### src/rtl/onehot_dec_seq.sv
// Sequenced 2-to-4 one-hot decoder with hold/gap windowing and line history.
// Ports: clk, rst (async high), in_valid/in_ready/in_idx/in_en request
// handshake, clr (sync hist clear), y (one-hot), busy, done, hist (sticky).
module onehot_dec_seq #(
  parameter int unsigned HOLD = 4,
  parameter int unsigned GAP  = 1
) (
  input  logic       clk,
  input  logic       rst,
  input  logic       in_valid,
  output logic       in_ready,
  input  logic [1:0] in_idx,
  input  logic       in_en,
  input  logic       clr,
  output logic [3:0] y,
  output logic       busy,
  output logic       done,
  output logic [3:0] hist
);

  if (HOLD < 1 || HOLD > 15) begin : g_bad_hold
    $error("onehot_dec_seq: HOLD must be 1..15");
  end
  if (GAP > 15) begin : g_bad_gap
    $error("onehot_dec_seq: GAP must be 0..15");
  end

  typedef enum logic [1:0] {
    S_IDLE = 2'd0,
    S_HOLD = 2'd1,
    S_GAP  = 2'd2
  } state_t;

  localparam logic [3:0] HOLD_M1  = 4'(HOLD - 1);
  // Only used when GAP>0, so the wrap for GAP==0 is harmless.
  localparam logic [3:0] GAP_M1   = 4'(GAP - 1);
  localparam logic       ONE_HOLD = (HOLD == 1);
  localparam logic       HAS_GAP  = (GAP > 0);

  state_t     r_state;
  logic [3:0] r_cnt;
  logic [3:0] r_y;
  logic [3:0] r_hist;
  logic       r_busy;
  logic       r_ready;
  logic       r_done;

  logic       w_accept;
  logic [3:0] w_line;
  logic [3:0] w_newbit;

  assign w_accept = in_valid & r_ready;
  assign w_line   = 4'b0001 << in_idx;
  assign w_newbit = (w_accept & in_en) ? w_line : 4'b0000;

  always_ff @(posedge clk or posedge rst) begin
    if (rst) begin
      r_state <= S_IDLE;
      r_cnt   <= 4'd0;
      r_y     <= 4'b0000;
      r_hist  <= 4'b0000;
      r_busy  <= 1'b0;
      r_ready <= 1'b1;
      r_done  <= 1'b0;
    end else begin
      // A clear coinciding with an accept keeps only the new line.
      r_hist <= (clr ? 4'b0000 : r_hist) | w_newbit;

      case (r_state)
        S_IDLE: begin
          if (w_accept) begin
            r_state <= S_HOLD;
            r_cnt   <= HOLD_M1;
            r_y     <= in_en ? w_line : 4'b0000;
            r_busy  <= 1'b1;
            r_ready <= 1'b0;
            r_done  <= ONE_HOLD;
          end
        end
        S_HOLD: begin
          if (r_cnt != 4'd0) begin
            r_cnt  <= r_cnt - 4'd1;
            // Pulse lands on the cycle whose count reaches zero.
            r_done <= (r_cnt == 4'd1);
          end else begin
            r_y    <= 4'b0000;
            r_done <= 1'b0;
            if (HAS_GAP) begin
              r_state <= S_GAP;
              r_cnt   <= GAP_M1;
            end else begin
              r_state <= S_IDLE;
              r_busy  <= 1'b0;
              r_ready <= 1'b1;
            end
          end
        end
        S_GAP: begin
          if (r_cnt != 4'd0) begin
            r_cnt <= r_cnt - 4'd1;
          end else begin
            r_state <= S_IDLE;
            r_busy  <= 1'b0;
            r_ready <= 1'b1;
          end
        end
        default: begin
          r_state <= S_IDLE;
          r_cnt   <= 4'd0;
          r_y     <= 4'b0000;
          r_busy  <= 1'b0;
          r_ready <= 1'b1;
          r_done  <= 1'b0;
        end
      endcase
    end
  end

  assign in_ready = r_ready;
  assign y        = r_y;
  assign busy     = r_busy;
  assign done     = r_done;
  assign hist     = r_hist;

endmodule

### config.mk
export PLATFORM = sky130hd
export DESIGN_NAME = onehot_dec_seq
export DESIGN_NICKNAME = d
export VERILOG_FILES = /design/src/rtl/onehot_dec_seq.sv
export SDC_FILE = /design/constraint.sdc
export NUM_CORES = 1
export LEC_CHECK = 0
export ABC_AREA = 1
export CORE_ASPECT_RATIO = 0.9
export CORE_MARGIN = 5
export CORE_UTILIZATION = 35
export CTS_CLUSTER_DIAMETER = 120
export DETAILED_ROUTE_END_ITERATION = 16
export GPL_TIMING_DRIVEN = 0
export PLACE_DENSITY_LB_ADDON = 0.12
export SLEW_MARGIN = 20
export SYNTH_ARGS = -nofsm -noshare
export SYNTH_HDL_FRONTEND = slang
export SYNTH_SLANG_ARGS = --single-unit
### constraint.sdc
create_clock -name clk -period 1.7 [get_ports clk]
set_clock_uncertainty 0.1 [all_clocks]
set_input_delay 0.34 -clock clk [delete_from_list [all_inputs] [get_ports clk]]
set_output_delay 0.34 -clock clk [all_outputs]
set_load 0.02 [all_outputs]
==> results.ini <==
[final_layout]
fillers=249
area_delta_synth_final_pct=24.3
n_antenna_cell=0
fin_nets=142
seq_area_um2=427
drive_gt1_frac=0.115
multi_input_area_um2=394

[worst_setup_path]
startpoint_type=flip-flop
end_kind=output pin
slowest_delay_ns=0.56
rrSetupSlack_ns=0.24
slowest_stage=dfstp_2
cp.required_ns=1.26
arrival_ns=1.19
crit_fanout=4
reg2reg_depth=8
r2r-end=y[0]
reg2reg_from=r_cnt[0]
crit_chain=dlygate4sd2_1
crit_buf_inv=1
cp_top_family=flip-flops
worstSetupPathType=reg -> out

[grt]
grt_usage=0.114
antenna_found_initial=0
grt_pass1_wl_mm=3.33
grt-ovfl-total=0
grt_pass1_vias=739
grt_start_max_net_pins=18

[clock_network]
cts_made_buffers=3
htreeDepth=1
cts_setup_buffers=0
clk_latency_ns=0.29
cts_max_path_buffers=2
numClockSinks=17
ctsRootBufferMaster=clkbuf_4
path_clk_slew_ns=0.10
cts_tree=done

[placement]
numPortBuffers=17
place.gp.congestion=0.732
dpl.hpwl_mm=1.46

[synth]
synthesis.area_um2=896
synthCells=110
syn-num-nets=120
synthTopCellsByArea=dfrtp_1 (45%), nand2_1 (14%), inv_1 (7.1%)
synth_common_cells=nand2_1 (33), inv_1 (17), dfrtp_1 (16)
ys_ff_latch=17
synth.most_common_cell=nand2_1
synthDistinctLibCells=20
yosysWarnings=0
ys_async_sr_fraction=1.00
synth_flop_cell=dfrtp_1
synth_top_area_cell=dfrtp_1
seq_area_frac_synth=0.476
avgSynthCellArea_um2=8.14
synth_edf_count=0
synth_top_area_share=0.447

[sta]
tightestPinTransition_ns=0.659
period_minus_slack_ns=1.63
slew_violations=0
slew_headroom=0.560
holdWs_ns=0.329
fin_crit_sh=0.958
finalHoldViolCount=0
setup_tns_ns=0
setup_viol=0
rsz0062_at_grt=no
clock.fmax_ghz=0.614

[floorplan]
rows=17
core_area_um2=2450
start_util=0.366
die_area_um2=3670
die_w_um=63.3
ios=18
fp.dieH_um=58.0

[routing]
viasPerCell=4.69
wirelength_mm=1.88
drtIter0Drc=16
wl_per_cell_um=11.8
final_antenna_net_count=0
num_vias=746
post-route-drc-count=0
dr.pass1.iters=4

[status]
status=finished, final reports clean

[power_and_ir_drop]
vdd_ir_drop_max_v=0.000770
p_leak_nw=0.604
p_per_area_nw_per_um2=1650

[hold_path]
worstHoldPathType=in -> async

[flow_run]
cap_violations=0

[sequential cells by signal (all words and copies together), names as in the netlist]
register	count
y	4
in_ready	1
busy	1
hist	4
done	1
r_cnt	4
r_state	2
[layout by cell type (no fill, tap or decap)]
| cell type | instances |
|---|---|
| nand4_1 | 3 |
| nor2_1 | 4 |
| o22ai_1 | 2 |
| a21oi_1 | 1 |
| o21ai_1 | 3 |
| dfrtp_1 | 16 |
| nand2_4 | 3 |
| clkbuf_4 | 3 |
| ha_1 | 3 |
| inv_1 | 17 |
| nand3_1 | 10 |
| dlygate4sd2_1 | 11 |
| nor3_1 | 1 |
| dfstp_2 | 1 |
| clkdlybuf4s50_1 | 6 |
| xor2_1 | 1 |
| clkbuf_1 | 1 |
| nand2_1 | 33 |
| nor2_2 | 1 |
| nor2_4 | 2 |
| nand2_2 | 2 |
| inv_2 | 3 |
| o32ai_1 | 2 |
| o21ai_0 | 2 |
[power by group]
part           switching [mW]  internal, mW  leakage, nW  total [mW]
registers               0.108         0.545        0.222       0.653
clock network           0.126        0.0912       0.0150       0.217
logic                   0.633         0.335        0.367       0.968
[metrics by stage]
stage / cell area, um2 / utilization / setup WS, ns / cells / total power, mW
finish: 1110 / 0.455 / 0.0707 / 159 / 1.84
global route: 1110 / 0.455 / 0.0182 / 159 / 2.02
CTS: 1110 / 0.455 / 0.0470 / 159 / 1.87
detailed placement: 1100 / 0.450 / 0.0356 / 155 / 1.69
global placement: 1100 / 0.450 / 0.0484 / 155 / 1.67
floorplan: 896 / - / 0.357 / 110 / 1.37
[kinds of logic (layout without fill, tap and decap cells)]
kind of cell | count (synthesis) | after routing | share of synthesized area
simple gates | 59 | 59 | 0.321
fa+ha+maj | 3 | 3 | 0.0419
flops | 17 | 17 | 0.476
compound gates | 10 | 10 | 0.0670
buf+inv | 20 | 41 | 0.0838
xor+xnor | 1 | 1 | 0.00978
[area by class of cell]
cell class                      count  area share
Clock buffer                        4      0.0236
Tap cell                           28      0.0315
Timing Repair Buffer               17       0.140
Inverter                           20      0.0674
Sequential cell                    17       0.383
Multi-Input combinational cell     73       0.354
[layer usage]
layer | vias to the layer above | wire (um) | GRT usage
li1 | 395 | - | -
met1 | 340 | 965 | 0.152
met2 | 9 | 839 | 0.168
met3 | 2 | 63 | 0.0446
met4 | 0 | 10 | 0.0356
met5 | - | 0 | 0
[what timing repair did]
item / CTS / global route
hold endpoints to repair: 0 / 0
gates resized for setup: 11 / 0
hold buffers: 0 / 0
endpoints found under the setup margin: 11 / 0
[how the worst max path moves through the flow]
| stage | start | to | slack, ns | depth (start not counted) |
|---|---|---|---|---|
| final | in_ready | in_ready | 0.07 | 1 |
| after global routing | in_ready | in_ready | 0.02 | 1 |
| after CTS | in_ready | in_ready | 0.05 | 1 |
| after detailed placement | in_valid | y[0] | 0.04 | 9 |
| after global placement | in_valid | y[0] | 0.05 | 9 |
| after floorplan | in_ready | y[3] | 0.36 | 7 |
Note: power is estimated with default switching activity, not from simulation.
